`src/rtl/fetch_ctrl_if.sv`:
```
// Fetch-side bus bundle: instruction-memory request/ack and decode valid/ready.
//   imem_req/imem_addr  : fetch -> memory request, address held until ack
//   imem_ack/imem_data  : memory -> fetch response
//   id_valid/id_instr/id_pc : fetch -> decoder instruction slot
//   id_ready            : decoder -> fetch accept
interface fetch_ctrl_if;
  logic        imem_req;
  logic [63:0] imem_addr;
  logic        imem_ack;
  logic [31:0] imem_data;
  logic        id_valid;
  logic        id_ready;
  logic [31:0] id_instr;
  logic [63:0] id_pc;

  modport master (
    output imem_req, imem_addr, id_valid, id_instr, id_pc,
    input  imem_ack, imem_data, id_ready
  );

  modport slave (
    input  imem_req, imem_addr, id_valid, id_instr, id_pc,
    output imem_ack, imem_data, id_ready
  );
endinterface

```
`src/rtl/fetch_ctrl.sv`:
```
// Instruction-fetch sequencer: owns the PC, issues word fetches over a
// req/ack handshake, presents each instruction to decode via valid/ready,
// and applies branch redirects (register target wins over PC-relative),
// squashing any in-flight fetch made stale.
// Ports:
//   clk, reset            : clock, synchronous active-high reset
//   br_taken/br_target    : PC-relative redirect
//   br_reg/reg_target     : register redirect (priority)
//   halt                  : instruction being accepted is a halt
//   bus (master)          : imem request/ack and decode handshake
//   pc, halted, misalign, fetch_count : status
module fetch_ctrl #(
  parameter logic [63:0] RESET_PC = 64'd0
) (
  input  logic               clk,
  input  logic               reset,
  input  logic               br_taken,
  input  logic [63:0]        br_target,
  input  logic               br_reg,
  input  logic [63:0]        reg_target,
  input  logic               halt,
  fetch_ctrl_if.master       bus,
  output logic [63:0]        pc,
  output logic               halted,
  output logic               misalign,
  output logic [31:0]        fetch_count
);

  localparam int unsigned ADDR_W  = 64;
  localparam int unsigned INSTR_W = 32;
  localparam int unsigned CNT_W   = 32;

  typedef enum logic [1:0] {
    S_IDLE   = 2'd0,
    S_FETCH  = 2'd1,
    S_HOLD   = 2'd2,
    S_HALTED = 2'd3
  } state_e;

  state_e               state_q, state_d;
  logic [ADDR_W-1:0]    pc_q, pc_d;
  logic [ADDR_W-1:0]    req_addr_q, req_addr_d;
  logic                 squash_q, squash_d;
  logic [INSTR_W-1:0]   id_instr_q, id_instr_d;
  logic [ADDR_W-1:0]    id_pc_q, id_pc_d;
  logic                 misalign_q, misalign_d;
  logic [CNT_W-1:0]     count_q, count_d;
  logic                 req_q, valid_q, halted_q;

  logic                 redir;
  logic [ADDR_W-1:0]    tgt;

  assign redir = br_reg | br_taken;
  assign tgt   = br_reg ? reg_target : br_target;

  // State and datapath registers; handshake flags are registered from state_d.
  always_ff @(posedge clk) begin
    if (reset) begin
      state_q    <= S_IDLE;
      pc_q       <= RESET_PC;
      req_addr_q <= '0;
      squash_q   <= 1'b0;
      id_instr_q <= '0;
      id_pc_q    <= '0;
      misalign_q <= 1'b0;
      count_q    <= '0;
      req_q      <= 1'b0;
      valid_q    <= 1'b0;
      halted_q   <= 1'b0;
    end else begin
      state_q    <= state_d;
      pc_q       <= pc_d;
      req_addr_q <= req_addr_d;
      squash_q   <= squash_d;
      id_instr_q <= id_instr_d;
      id_pc_q    <= id_pc_d;
      misalign_q <= misalign_d;
      count_q    <= count_d;
      req_q      <= (state_d == S_FETCH);
      valid_q    <= (state_d == S_HOLD);
      halted_q   <= (state_d == S_HALTED);
    end
  end

  // Next-state and datapath update.
  always_comb begin
    state_d    = state_q;
    pc_d       = pc_q;
    req_addr_d = req_addr_q;
    squash_d   = squash_q;
    id_instr_d = id_instr_q;
    id_pc_d    = id_pc_q;
    misalign_d = misalign_q;
    count_d    = count_q;

    // Redirects are live everywhere except after a halt.
    if (redir && (state_q != S_HALTED)) begin
      pc_d = tgt;
      if (tgt[1:0] != 2'b00) begin
        misalign_d = 1'b1;
      end
    end

    case (state_q)
      S_IDLE: begin
        state_d    = S_FETCH;
        req_addr_d = redir ? tgt : pc_q;
      end
      S_FETCH: begin
        if (bus.imem_ack) begin
          if (squash_q || redir) begin
            // Stale or overtaken response: drop it and reissue immediately.
            squash_d   = 1'b0;
            req_addr_d = redir ? tgt : pc_q;
          end else begin
            id_instr_d = bus.imem_data;
            id_pc_d    = req_addr_q;
            pc_d       = req_addr_q + ADDR_W'(4);
            state_d    = S_HOLD;
          end
        end else if (redir) begin
          // Address must stay stable until ack; mark the response stale.
          squash_d = 1'b1;
        end
      end
      S_HOLD: begin
        if (redir) begin
          req_addr_d = tgt;
          state_d    = S_FETCH;
        end else if (bus.id_ready) begin
          count_d = count_q + CNT_W'(1);
          if (halt) begin
            state_d = S_HALTED;
          end else begin
            req_addr_d = pc_q;
            state_d    = S_FETCH;
          end
        end
      end
      S_HALTED: begin
        state_d = S_HALTED;
      end
      default: begin
        state_d = S_IDLE;
      end
    endcase
  end

  assign bus.imem_req  = req_q;
  assign bus.imem_addr = req_addr_q;
  assign bus.id_valid  = valid_q;
  assign bus.id_instr  = id_instr_q;
  assign bus.id_pc     = id_pc_q;
  assign pc            = pc_q;
  assign halted        = halted_q;
  assign misalign      = misalign_q;
  assign fetch_count   = count_q;

endmodule

```
`src/flat_wrapper.sv`:
```
// flat-port wrapper written by rule: the top's interface ports become plain ports
module fetch_ctrl_flat 
#(
  parameter logic [63:0] RESET_PC = 64'd0
)
  (clk, reset, br_taken, br_target, br_reg, reg_target, halt, pc, halted, misalign, fetch_count, bus_imem_req, bus_imem_addr, bus_id_valid, bus_id_instr, bus_id_pc, bus_imem_ack, bus_imem_data, bus_id_ready);
  fetch_ctrl_if bus_i ();
  input  logic clk;
  input  logic reset;
  input  logic br_taken;
  input  logic [63:0] br_target;
  input  logic br_reg;
  input  logic [63:0] reg_target;
  input  logic halt;
  output logic [63:0] pc;
  output logic halted;
  output logic misalign;
  output logic [31:0] fetch_count;
  output wire logic [$bits(bus_i.imem_req)-1:0] bus_imem_req;
  output wire logic [$bits(bus_i.imem_addr)-1:0] bus_imem_addr;
  output wire logic [$bits(bus_i.id_valid)-1:0] bus_id_valid;
  output wire logic [$bits(bus_i.id_instr)-1:0] bus_id_instr;
  output wire logic [$bits(bus_i.id_pc)-1:0] bus_id_pc;
  input wire logic [$bits(bus_i.imem_ack)-1:0] bus_imem_ack;
  input wire logic [$bits(bus_i.imem_data)-1:0] bus_imem_data;
  input wire logic [$bits(bus_i.id_ready)-1:0] bus_id_ready;
  assign bus_imem_req = bus_i.imem_req;
  assign bus_imem_addr = bus_i.imem_addr;
  assign bus_id_valid = bus_i.id_valid;
  assign bus_id_instr = bus_i.id_instr;
  assign bus_id_pc = bus_i.id_pc;
  assign bus_i.imem_ack = bus_imem_ack;
  assign bus_i.imem_data = bus_imem_data;
  assign bus_i.id_ready = bus_id_ready;
  fetch_ctrl #(.RESET_PC(RESET_PC)) u_core (.clk(clk), .reset(reset), .br_taken(br_taken), .br_target(br_target), .br_reg(br_reg), .reg_target(reg_target), .halt(halt), .bus(bus_i), .pc(pc), .halted(halted), .misalign(misalign), .fetch_count(fetch_count));
endmodule
```
`config.mk`:
```
export PLATFORM = sky130hd
export DESIGN_NAME = fetch_ctrl_flat
export DESIGN_NICKNAME = d
export VERILOG_FILES = /design/src/rtl/fetch_ctrl_if.sv /design/src/rtl/fetch_ctrl.sv /design/src/flat_wrapper.sv
export SDC_FILE = /design/constraint.sdc
export NUM_CORES = 1
export LEC_CHECK = 0
export BUFFER_PORTS_ARGS = -buffer_cell sky130_fd_sc_hd__buf_2
export CORE_MARGIN = 2
export CORE_UTILIZATION = 25
export CTS_BUF_LIST = sky130_fd_sc_hd__clkbuf_8
export DETAILED_ROUTE_END_ITERATION = 8
export PLACE_DENSITY = 0.46
export RECOVER_POWER = 100
export REMOVE_ABC_BUFFERS = 1
export SLEW_MARGIN = 20
export SYNTH_ARGS = -nofsm -noshare
export SYNTH_HDL_FRONTEND = slang
export SYNTH_SLANG_ARGS = --single-unit
```
`constraint.sdc`:
```
create_clock -name clk -period 3.2 [get_ports clk]
set_input_delay 0.16 -clock clk [delete_from_list [all_inputs] [get_ports clk]]
set_output_delay 0.16 -clock clk [all_outputs]
set_load 0.05 [all_outputs]
```
* Word-level counts from Yosys, hierarchy flattened
Index checks and enable logic that the tools add are counted.
** Cells by class
- Add/sub/neg operators :: 2
- Equality and inequality tests :: 12
- Multiplexer cells :: 21
- Bitwise logic cells :: 3
- Reductions and logical operators :: 11
** Operator list (count)
- 64-bit 2-to-1 mux :: 11
- 64-bit one-hot mux with 3 select lines :: 1
- 64-bit by 3-bit adder with 64-bit output (second input constant) :: 1
- 32-bit by 1-bit adder with 32-bit output (second input constant) :: 1
- 2-bit 2-to-1 mux :: 5
- 3-bit AND reduction :: 3
- 2-bit equality test (second input constant) :: 4
- 2-bit one-hot mux with 4 select lines :: 1
- 3-bit by 2-bit inequality test with 1-bit output (second input constant) :: 2
- 5-bit AND reduction :: 1
- 2-bit by 1-bit equality test with 1-bit output (second input constant) :: 2
- 2-bit by 1-bit inequality test with 1-bit output (second input constant) :: 2
- 2-bit inequality test (second input constant) :: 2
- 2-bit nonzero test :: 2
- 1-bit 2-to-1 mux :: 3
- 3-bit nonzero test :: 1
- 2-bit zero test :: 1
- 1-bit NOT :: 2
- 2-bit AND reduction :: 1
- 1-bit logical AND :: 1
- 1-bit logical OR :: 1
- 1-bit OR :: 1
** Storage, ports and cells
- Bits in registers :: 263
- Input port bits :: 167
- Output and inout bits :: 260
- Logic and storage cells :: 60

* Longest topological paths before layout
Gate-level depths: netlist (run 1).
- Word-level depth :: 6
- Depth in mapped cells :: 9
- Mapped depth without buffers :: 6

* Least setup slack after synthesis (run 1)
OpenSTA, ideal clock, no wires.
- Path kind :: register to register
- Start :: register u_core.req_addr_q[2] (netlist: u_core.bus.imem_addr[2])
- End :: register u_core.pc_q[52] (netlist: u_core.pc[52])
- Setup time :: 92 ps
- Arrival time :: 2874 ps
- Required time :: 3108 ps
- Slack :: 234 ps
- Stages on the path, launching flop included :: 9
- Buffers on the path :: 2
- Clock period less this slack :: 2966 ps
- Cell sequence :: dfxtp_1 > ha_1 > nand3_1 > or4_1 > buf_2 > or4_1 > buf_2 > o21a_1 > nor4_1
** Between the ends
- Longest elaborated chain between the ends :: 4
** Ends and longest elaborated chain
- from (decl) :: RTL line fetch_ctrl.sv:42 : logic [ADDR_W-1:0] req_addr_q, req_addr_d;
- from (signal assigned) :: RTL line fetch_ctrl.sv:73 : req_addr_q <= req_addr_d;
- 64-bit by 3-bit adder with 64-bit output :: RTL line fetch_ctrl.sv:118 : pc_d = req_addr_q + ADDR_W'(4);
- 64-bit 2-to-1 mux :: RTL line fetch_ctrl.sv:111 : if (squash_q || redir) begin
- 64-bit 2-to-1 mux :: RTL line fetch_ctrl.sv:110 : if (bus.imem_ack) begin
- 64-bit 2-to-1 mux :: RTL line fetch_ctrl.sv:104 : case (state_q)
- to (signal assigned) :: RTL line fetch_ctrl.sv:72 : pc_q <= pc_d;
- to (decl) :: RTL line fetch_ctrl.sv:41 : logic [ADDR_W-1:0] pc_q, pc_d;
Every way passes these cells.
A chain may end at the register's enable or synchronous reset.

* Worst setup path after layout (run 1)
- Start :: input port br_taken
- End :: register u_core.req_addr_q[62] (netlist: u_core.bus.imem_addr[62])
** Between the ends
- Longest elaborated chain between the ends :: 5
- Elaborated cells on any way between the ends :: 11
- Classes of those cells :: eq/ne (3); mux (5); bitwise (1); reduce/logical (2)
** Ends and longest elaborated chain
- from (decl) :: RTL line flat_wrapper.sv:10 : input logic br_taken;
- 1-bit OR * :: RTL line fetch_ctrl.sv:53 : assign redir = br_reg | br_taken;
- 64-bit 2-to-1 mux :: RTL line fetch_ctrl.sv:107, fetch_ctrl.sv:114
- 64-bit 2-to-1 mux :: RTL line fetch_ctrl.sv:111
- 64-bit 2-to-1 mux :: RTL line fetch_ctrl.sv:110
- 64-bit one-hot mux with 3 select lines :: RTL line fetch_ctrl.sv:104
Every way passes the cells marked *; elsewhere a longest branch is shown, timed or not. The select of a mux whose other input is x is not followed.

==> results of run 1 <==
## per-layer routing
layer / wire, um / part of all wire / up-vias / global-route usage
li1: - / - / 7090 / -
met1: 23900 / 0.43 / 6876 / 0.247
met2: 26300 / 0.47 / 446 / 0.331
met3: 3750 / 0.067 / 111 / 0.0456
met4: 1880 / 0.034 / 0 / 0.0717
met5: 0 / 0 / - / 0
## kinds of logic (layout without fill, tap and decap cells)
family | count (synthesis) | in the layout
multiplexers | 66 | 66
flip-flops | 263 | 263
other | 0 | 3
adder cells (fa/ha/maj) | 2 | 2
buffers and inverters | 153 | 734
AO/OA/AOI/OAI | 438 | 439
AND/OR/NAND/NOR | 732 | 732
XOR/XNOR | 55 | 55
## stage by stage
step	hold WS, ns	total power, mW
floorplan	0.229	4.63
global placement	0.383	5.29
detailed placement	0.393	5.30
CTS	0.0000187	8.88
global route	0.0415	9.14
finish	0.0506	8.68
## final cells by class
cell class                 count  area share
antenna                        3    0.000415
clock buffer                  58      0.0441
clock inverter                34     0.00948
inverter                      14     0.00291
multi-input combinational   1294       0.396
sequential                   263       0.291
tap                          680      0.0471
timing repair buffer         628       0.209
## synthesized netlist by cell type, types with 2 or more instances
master     number
dfxtp_1       263
or2_2           2
or4_1          10
inv_1          14
and3_1         11
buf_6           2
buf_1          14
a311oi_1        7
nor4_1         28
nand2b_1       54
ha_1            2
a211oi_1       92
o31a_1          2
or3_1          17
o2111ai_1       2
or4_4           2
nor2_1         56
nand2_1       426
xnor2_1        34
clkbuf_1      116
a21oi_1       230
xor2_1         21
o31ai_1         2
o211ai_1       22
mux2i_1        65
nand4_1        30
buf_2           6
o21ai_0        73
o21a_1          4
and4_1         13
nor3_1         27
nand3_1        40
and2_1          8
## registers in the layout (all words and copies together) (netlist names)
name and cells:
u_core.bus.id_instr 32, u_core.bus.id_pc 64, u_core.bus.id_valid 1, u_core.bus.imem_addr 64, u_core.bus.imem_req 1, u_core.fetch_count 32, u_core.halted 1, u_core.misalign 1
u_core.pc 64, u_core.squash_q 1, u_core.state_q 2
## power groups by stage
stage	Sequential [mW]	Combinational (mW)	Clock [mW]
2_1_floorplan	4.15	0.475	0
3_3_place_gp	3.67	1.62	0
3_5_place_dp	3.67	1.62	0
4_1_cts	3.61	1.81	3.46
5_1_grt	3.64	1.90	3.60
6_report	3.61	1.77	3.30
## worst max-delay path, cell delays in order
cell,delay [ns]
dlygate4sd3_1,0.61
buf_4,0.19
buf_4,0.42
o31ai_1,0.14
nand2_1,0.32
o21a_4,0.33
o211ai_1,0.12
dlygate4sd3_1,0.58
a21oi_1,0.13
dlygate4sd3_1,0.56
## path summary, 6_finish.rpt
kind                             from                        to  slack [ns]
hold / removal          br_target[32]  u_core.bus.imem_addr[32]        0.05
setup / recovery             br_taken  u_core.bus.imem_addr[62]        0.21
setup reg to reg    u_core.state_q[1]  u_core.bus.imem_addr[52]        0.23
hold reg to reg   u_core.bus.id_pc[1]       u_core.bus.id_pc[1]        0.45
## repair_timing
item,CTS,global route
setup buffers,0,6
hold buffers,159,0
hold endpoints to repair,112,0
gates resized for setup,0,2
setup endpoints to repair,0,2
==> impl_metrics.env, run 1 <==
export IMPL_synth_fa_ha_area_frac=0.00193
export IMPL_cts_tree="done"
export IMPL_drt_iter0_markers=930
export IMPL_ys_ff_latch=263
export IMPL_place_gp_congestion=0.796
export IMPL_critPathKind="input pin to flip-flop"
export IMPL_finalInstanceArea_sq_um=18100
export IMPL_max_freq_ghz=0.334
export IMPL_p_clk_frac=0.380
export IMPL_drtAntennaViolNets=0
export IMPL_seqPwrFrac=0.416
export IMPL_drc=0
export IMPL_drt_wl_total_um=55800
export IMPL_cts_clk_slew_worst_paths_ns=0.06
export IMPL_ys_seq_area_frac=0.406
export IMPL_register_area_sq_um=5270
export IMPL_period_share=0.936
export IMPL_synthMuxAreaShare=0.0510
export IMPL_final_core_util=0.352
export IMPL_drtPass1Iterations=5
export IMPL_place_ws_ns=0.200
export IMPL_combPwrFrac=0.204
export IMPL_final_setup_tns_ns=0
export IMPL_finalSetupViolations=0
export IMPL_antenna_found_initial=3
export IMPL_nNetsFinal=2423
export IMPL_syn_avg_cell_area_sq_um=7.59
export IMPL_setup_worst_path_start_class="input pin"
export IMPL_synth_top_area_cell="dfxtp_1"
export IMPL_reg2reg_depth=6
export IMPL_rsz0062_at_grt="no"
export IMPL_core_area_sq_um=51300
export IMPL_internal_power_mw=5.74
export IMPL_dp_hpwl_um=37200
export IMPL_synth_warnings=0
export IMPL_max_slew_margin=-0.0875
export IMPL_layout_commonest_cell="nand2_1"
export IMPL_drv_slew=61
export IMPL_cts_sinks=263
export IMPL_grt_pass1_vias=14300
export IMPL_die_w_um=232
export IMPL_via_per_inst=4.88
export IMPL_ys_async_sr_fraction=0
export IMPL_power_density_nw_per_um2=480
export IMPL_critical_path_arrival_ns=3.57
export IMPL_io_pins=427
export IMPL_cts_buffers=53
export IMPL_required_ns=3.78
export IMPL_hold_class="input pin to flip-flop"
export IMPL_synth_top_cells_by_area="dfxtp_1 (41%), nand2_1 (12%), a21oi_1 (8.9%)"
export IMPL_synth_area_sq_um=13000
export IMPL_hold_depth=5
export IMPL_skew_ns=0.0175
export IMPL_synth_edf_count=0
export IMPL_fin_cells=2974
export IMPL_htreeDepth=2
export IMPL_syn_inst=1709
export IMPL_path_max_fanout=23
export IMPL_area_growth_syn_to_layout_pct=39.4
export IMPL_cts_buffer_depth=3
export IMPL_fin_ws_ns=0.206
export IMPL_routedWlPerCell_um=18.8
export IMPL_synth_top_family_by_area="simple AND/OR/NAND/NOR gates"
export IMPL_std_cell_rows=83
export IMPL_via_count=14500
export IMPL_synth_top_area_frac=0.406
export IMPL_worstMarginPinSlew_ns=1.63
export IMPL_mostFrequentLayoutCells="nand2_1 (426), clkbuf_1 (264), dfxtp_1 (263), a21oi_1 (229), buf_2 (163)"
export IMPL_ir_worst_vdd_mv=0.232
export IMPL_synth_compound_area_frac=0.196
export IMPL_track_usage=0.198
export IMPL_p_leak_nw=6.64
export IMPL_synth_simple_area_share=0.262
export IMPL_outcome="finished with violations"
export IMPL_die_y_um=232
export IMPL_ys_types=47
export IMPL_drive_above_1_share=0.124
export IMPL_port_buffers=426
export IMPL_ys_flop_type="dfxtp_1"
export IMPL_critPathCaptureType="flip-flop"
export IMPL_globalRouteOverflowTotal=0
export IMPL_violations="capacitance limit, slew limit"
export IMPL_placed_cell_area_sq_um=15900
export IMPL_multi_input_area_sq_um=7160
export IMPL_placedCellCount=2713
export IMPL_synth_xor_area_share=0.0371
export IMPL_layout_min_cycle_time_ns=2.99
export IMPL_nFillCells=5621
export IMPL_p_sw_mw=2.94
export IMPL_initial_core_util=0.253
export IMPL_grt_max_degree=176
export IMPL_grt_pass1_wl_um=82900
export IMPL_switching_share=0.339
export IMPL_clockRootBuffer="clkbuf_8"
export IMPL_hold_violations=0
export IMPL_clk_latency_ns=0.64
export IMPL_dieArea_sq_um=53700
export IMPL_max_cap_violations=2
(Power assumes the default switching activity.)
==> inputs of run 2 (changes only) <==
--- a/config.mk
+++ b/config.mk
@@ -6,11 +6,11 @@
 export NUM_CORES = 1
 export LEC_CHECK = 0
 export BUFFER_PORTS_ARGS = -buffer_cell sky130_fd_sc_hd__buf_2
-export CORE_MARGIN = 2
-export CORE_UTILIZATION = 25
+export CORE_AREA = 2 2 166 168
 export CTS_BUF_LIST = sky130_fd_sc_hd__clkbuf_8
 export DETAILED_ROUTE_END_ITERATION = 8
-export PLACE_DENSITY = 0.46
+export DIE_AREA = 0 0 168 170
+export PLACE_DENSITY = 0.78
 export RECOVER_POWER = 100
 export REMOVE_ABC_BUFFERS = 1
 export SLEW_MARGIN = 20
==> constraint.sdc (replaced) <==
create_clock -name clk -period 3.9 [get_ports clk]
set_input_delay 0.195 -clock clk [delete_from_list [all_inputs] [get_ports clk]]
set_output_delay 0.195 -clock clk [all_outputs]
set_load 0.05 [all_outputs]
==> impl_metrics.env, run 2 (synthesized netlist as in run 1, its figures left out) <==
export IMPL_layout_commonest_cell="nand2_1"
export IMPL_cts_buffer_depth=3
export IMPL_fin_cells=2468
export IMPL_post_cts_resized=0
export IMPL_fin_ws_ns=0.527
export IMPL_dieArea_sq_um=28600
export IMPL_antenna_found_initial=4
export IMPL_critPathKind="flip-flop to flip-flop"
export IMPL_wl_met3_um=3600
export IMPL_io_pins=427
export IMPL_post_cts_buffers=0
export IMPL_track_usage=0.296
export IMPL_final_core_util=0.604
export IMPL_clk_latency_ns=0.58
export IMPL_nNetsFinal=2267
export IMPL_skew_ns=0.0303
export IMPL_place_gp_congestion=0.912
export IMPL_initial_core_util=0.487
export IMPL_globalRouteOverflowTotal=0
export IMPL_grt_pass1_wl_um=68600
export IMPL_htreeDepth=2
export IMPL_grt_max_degree=165
export IMPL_period_share=0.865
export IMPL_combPwrFrac=0.186
export IMPL_grt_pass1_vias=13000
export IMPL_max_freq_ghz=0.297
export IMPL_hold_class="input pin to flip-flop"
export IMPL_dp_hpwl_um=30200
export IMPL_drc=0
export IMPL_worstMarginPinSlew_ns=1.64
export IMPL_std_cell_rows=60
export IMPL_highest_layer="met4"
export IMPL_path_max_fanout=11
export IMPL_place_ws_ns=0.923
export IMPL_required_ns=4.40
export IMPL_rsz0062_at_grt="no"
export IMPL_p_sw_mw=2.18
export IMPL_power_density_nw_per_um2=416
export IMPL_crit_path_start="u_core.state_q[1]"
export IMPL_seqPwrFrac=0.445
export IMPL_drtAntennaViolNets=0
export IMPL_cts_buffers=45
export IMPL_port_buffers=426
export IMPL_drive_above_1_share=0.119
export IMPL_switching_share=0.326
export IMPL_p_clk_frac=0.369
export IMPL_die_y_um=170
export IMPL_core_area_sq_um=26700
export IMPL_cts_sinks=263
export IMPL_timing_hold_ws_ns=0.0161
export IMPL_via_per_inst=5.72
export IMPL_cts_hold_buf=36
export IMPL_placedCellCount=2356
export IMPL_internal_power_mw=4.51
export IMPL_clockRootBuffer="clkbuf_8"
export IMPL_rrSetupSlack_ns=0.53
export IMPL_area_growth_syn_to_layout_pct=24.0
export IMPL_mostFrequentLayoutCells="nand2_1 (426), clkbuf_1 (264), dfxtp_1 (263), a21oi_1 (230), buf_2 (163)"
export IMPL_drtPass1Iterations=5
export IMPL_ir_worst_vdd_mv=0.214
export IMPL_die_w_um=168
export IMPL_critical_path_arrival_ns=3.87
export IMPL_violations="capacitance limit, slew limit"
export IMPL_reg2reg_depth=5
export IMPL_cts_clk_slew_worst_paths_ns=0.06
export IMPL_p_leak_nw=5.84
export IMPL_finalSetupViolations=0
export IMPL_wl_met1_um=18200
export IMPL_max_cap_violations=4
export IMPL_setup_worst_path_start_class="flip-flop"
export IMPL_drt_wl_total_um=45000
export IMPL_regToRegStartpoint="u_core.state_q[1]"
export IMPL_met2_length_um=21600
export IMPL_max_slew_margin=-0.0917
export IMPL_crit_end="u_core.fetch_count[31]"
export IMPL_layout_min_cycle_time_ns=3.37
export IMPL_via_count=14100
export IMPL_routedWlPerCell_um=18.2
export IMPL_critPathCaptureType="flip-flop"
export IMPL_drv_slew=211
export IMPL_outcome="finished with violations"
export IMPL_hold_violations=0
export IMPL_r2r_end="u_core.fetch_count[31]"
export IMPL_cts_tree="done"
export IMPL_drt_iter0_markers=1289
## run 2: routing by layer
layer / track usage / vias up
met4: 0.129 / 0
met3: 0.0528 / 100
met2: 0.503 / 676
li1: - / 6756
met1: 0.371 / 6574
met5: 0 / -
## run 2: power groups by stage
stage | sequential [mW] | combinational (mW) | clock [mW]
after global placement | 3.02 | 1.23 | 0
after CTS | 2.97 | 1.28 | 2.51
after global routing | 2.99 | 1.33 | 2.61
after detailed placement | 3.02 | 1.24 | 0
final | 2.98 | 1.25 | 2.47
after floorplan | 3.41 | 0.390 | 0
## run 2: per-stage QoR
step                instance area, sq um  total power [mW]  setup TNS [ns]
CTS                                16500              6.75               0
detailed placement                 15200              4.27               0
floorplan                          12400              3.80         -108.30
global route                       16100              6.94               0
finish                             16100              6.69               0
global placement                   15200              4.24               0
## run 2: final cells by class
cell class / instances / area, sq um
Antenna cell: 3 / 7.51
Clock buffer: 56 / 771
Clock inverter: 17 / 104
Fill cell: 2561 / 10600
Inverter: 14 / 52.6
Multi-Input combinational cell: 1293 / 7140
Sequential cell: 263 / 5270
Tap cell: 341 / 427
Timing Repair Buffer: 481 / 2320
## run 2: worst min path at each step
stage | slack, ns | from | endpoint | cells after the start
after floorplan | 0.26 | reset | u_core.bus.id_instr[0] | 1
after global placement | 0.42 | bus_imem_ack | u_core.squash_q | 2
after detailed placement | 0.43 | bus_imem_ack | u_core.squash_q | 2
after CTS | 0.001 | br_target[53] | u_core.pc[53] | 5
after global routing | 0.03 | reg_target[1] | u_core.bus.imem_addr[1] | 5
final | 0.02 | reg_target[1] | u_core.bus.imem_addr[1] | 5
## run 2: worst max-delay path, stage by stage (launching register included)
cell and delay, ns:
dfxtp_1 0.51, nor4b_1 1.00, nand4_1 0.40, or4_1 0.78, or4_1 0.45, a21oi_1 0.15
==> inputs of run 3 (changes only) <==
--- a/config.mk
+++ b/config.mk
@@ -6,11 +6,13 @@
 export NUM_CORES = 1
 export LEC_CHECK = 0
 export BUFFER_PORTS_ARGS = -buffer_cell sky130_fd_sc_hd__buf_2
-export CORE_AREA = 2 2 166 168
+export CELL_PAD_IN_SITES_DETAIL_PLACEMENT = 1
+export CELL_PAD_IN_SITES_GLOBAL_PLACEMENT = 1
+export CORE_MARGIN = 2
+export CORE_UTILIZATION = 40
 export CTS_BUF_LIST = sky130_fd_sc_hd__clkbuf_8
 export DETAILED_ROUTE_END_ITERATION = 8
-export DIE_AREA = 0 0 168 170
-export PLACE_DENSITY = 0.78
+export PLACE_DENSITY = 0.89
 export RECOVER_POWER = 100
 export REMOVE_ABC_BUFFERS = 1
 export SLEW_MARGIN = 20
==> impl_metrics.env, run 3 (synthesized netlist as in run 1, its figures left out) <==
export IMPL_outcome="finished, final reports clean"
export IMPL_cts_clk_slew_worst_paths_ns=0.06
export IMPL_required_ns=4.34
export IMPL_critPathCaptureType="flip-flop"
export IMPL_clockRootBuffer="clkbuf_8"
export IMPL_setup_worst_path_start_class="flip-flop"
export IMPL_hold_violations=0
export IMPL_path_max_fanout=63
export IMPL_drtAntennaViolNets=0
export IMPL_seqPwrFrac=0.433
export IMPL_cts_tree="done"
export IMPL_io_pins=427
export IMPL_dp_hpwl_um=37000
export IMPL_nFillCells=4183
export IMPL_drt_wl_total_um=54700
export IMPL_place_gp_congestion=0.834
export IMPL_initial_core_util=0.409
export IMPL_worstHoldStart="reg_target[37]"
export IMPL_grt_max_degree=95
export IMPL_die_y_um=184
export IMPL_critical_path_arrival_ns=3.74
export IMPL_drive_above_1_share=0.124
export IMPL_track_usage=0.314
export IMPL_critical_path_max_stage_delay_ns=1.10
export IMPL_reg2reg_depth=5
export IMPL_power_mw=6.89
export IMPL_dieArea_sq_um=33900
export IMPL_crit_end="u_core.pc[25]"
export IMPL_rrSetupSlack_ns=0.60
export IMPL_period_share=0.847
export IMPL_finalInstanceArea_sq_um=16300
export IMPL_cts_buffer_depth=3
export IMPL_power_density_nw_per_um2=424
export IMPL_cp_depth=5
export IMPL_placed_cell_area_sq_um=15400
export IMPL_crit_top_cell="a211oi_1"
export IMPL_final_setup_tns_ns=0
export IMPL_hold_class="input pin to flip-flop"
export IMPL_ir_worst_vdd_mv=0.223
export IMPL_core_area_sq_um=31700
export IMPL_port_buffers=426
export IMPL_crit_chain="nor4b_1, and2_4, clkbuf_2, a211oi_1, a211oi_1"
export IMPL_clk_latency_ns=0.57
export IMPL_worstMarginPinSlew_ns=1.41
export IMPL_crit_path_top_delay_cell="clkbuf_2"
export IMPL_drv_slew=0
export IMPL_placedCellCount=2423
export IMPL_p_leak_nw=5.91
export IMPL_skew_ns=0.0279
export IMPL_internal_power_mw=4.59
export IMPL_critPathTopFamily="simple AND/OR/NAND/NOR gates"
export IMPL_via_per_inst=5.76
export IMPL_mostFrequentLayoutCells="nand2_1 (425), clkbuf_1 (264), dfxtp_1 (263), a21oi_1 (230), buf_2 (163)"
export IMPL_p_clk_frac=0.380
export IMPL_area_growth_syn_to_layout_pct=25.3
export IMPL_routedWlPerCell_um=21.5
export IMPL_crit_path_start="u_core.squash_q"
export IMPL_rsz0062_at_grt="no"
export IMPL_std_cell_rows=65
export IMPL_post_cts_resized=0
export IMPL_die_w_um=184
export IMPL_drtPass1Iterations=5
export IMPL_max_slew_margin=0.0509
export IMPL_antenna_found_initial=3
export IMPL_switching_share=0.334
export IMPL_max_freq_ghz=0.303
export IMPL_post_cts_buffers=0
export IMPL_grt_pass1_wl_um=84600
export IMPL_nNetsFinal=2274
export IMPL_globalRouteOverflowTotal=0
export IMPL_path_buf_inv=1
export IMPL_max_cap_violations=0
export IMPL_r2r_end="u_core.pc[25]"
export IMPL_regToRegStartpoint="u_core.squash_q"
export IMPL_via_count=14600
export IMPL_drt_iter0_markers=837
export IMPL_htreeDepth=2
export IMPL_critPathKind="flip-flop to flip-flop"
export IMPL_fin_cells=2542
export IMPL_combPwrFrac=0.187
export IMPL_layout_commonest_cell="nand2_1"
export IMPL_grt_pass1_vias=15300
export IMPL_finalSetupViolations=0
export IMPL_layout_min_cycle_time_ns=3.30
export IMPL_cts_buffers=48
export IMPL_p_sw_mw=2.31
export IMPL_drc=0
export IMPL_cts_sinks=263
## run 3: cell type report
class | count | area (sq um) | share of cell area
tap | 402 | 503 | 0.0309
clock inverter | 19 | 72.6 | 0.00446
sequential | 263 | 5270 | 0.324
timing repair buffer | 485 | 2350 | 0.144
multi-input combinational | 1293 | 7140 | 0.439
clock buffer | 63 | 867 | 0.0533
inverter | 14 | 52.6 | 0.00323
antenna | 3 | 7.51 | 0.000462
## run 3: worst min-delay path by stage
stage,to,slack [ns],cells past startpoint
finish,u_core.bus.imem_addr[37],0.04,5
CTS,u_core.bus.imem_addr[37],0.02,5
global placement,u_core.squash_q,0.41,2
detailed placement,u_core.squash_q,0.44,2
floorplan,u_core.bus.id_instr[0],0.26,1
global route,u_core.bus.imem_addr[37],0.05,5
## run 3: worst reg2reg max path, stage by stage (launching register included)
cell and delay [ns]:
dfxtp_1 0.33, nor4b_1 0.71, and2_4 0.56, clkbuf_2 1.11, a211oi_1 0.19, a211oi_1 0.31
## run 3: metal layers
metal	vias to the layer above	GRT usage	wire length, um
li1	6761	-	-
met1	7158	0.362	21700
met2	552	0.551	26700
met3	159	0.0626	3520
met4	0	0.159	2770
met5	-	0	0
## run 3: through the flow
step | hold WS, ns | util | setup WS, ns
after floorplan | 0.264 | - | -1.23
after detailed placement | 0.436 | 0.484 | 0.849
after global placement | 0.413 | 0.484 | 0.957
final | 0.0388 | 0.513 | 0.598
after global routing | 0.0460 | 0.513 | 0.368
after CTS | 0.0184 | 0.524 | 0.862
## run 3: timing repair
action / CTS / global route
hold endpoints to repair: 34 / 0
endpoints found under the setup margin: 0 / 0
hold buffers: 34 / 0
## run 3: power by group through the flow
stage,registers [mW],clock network (mW),logic [mW]
2_1_floorplan,3.41,0,0.390
3_3_place_gp,3.02,0,1.25
3_5_place_dp,3.03,0,1.28
4_1_cts,2.97,2.65,1.32
5_1_grt,3.00,2.78,1.37
6_report,2.98,2.62,1.29
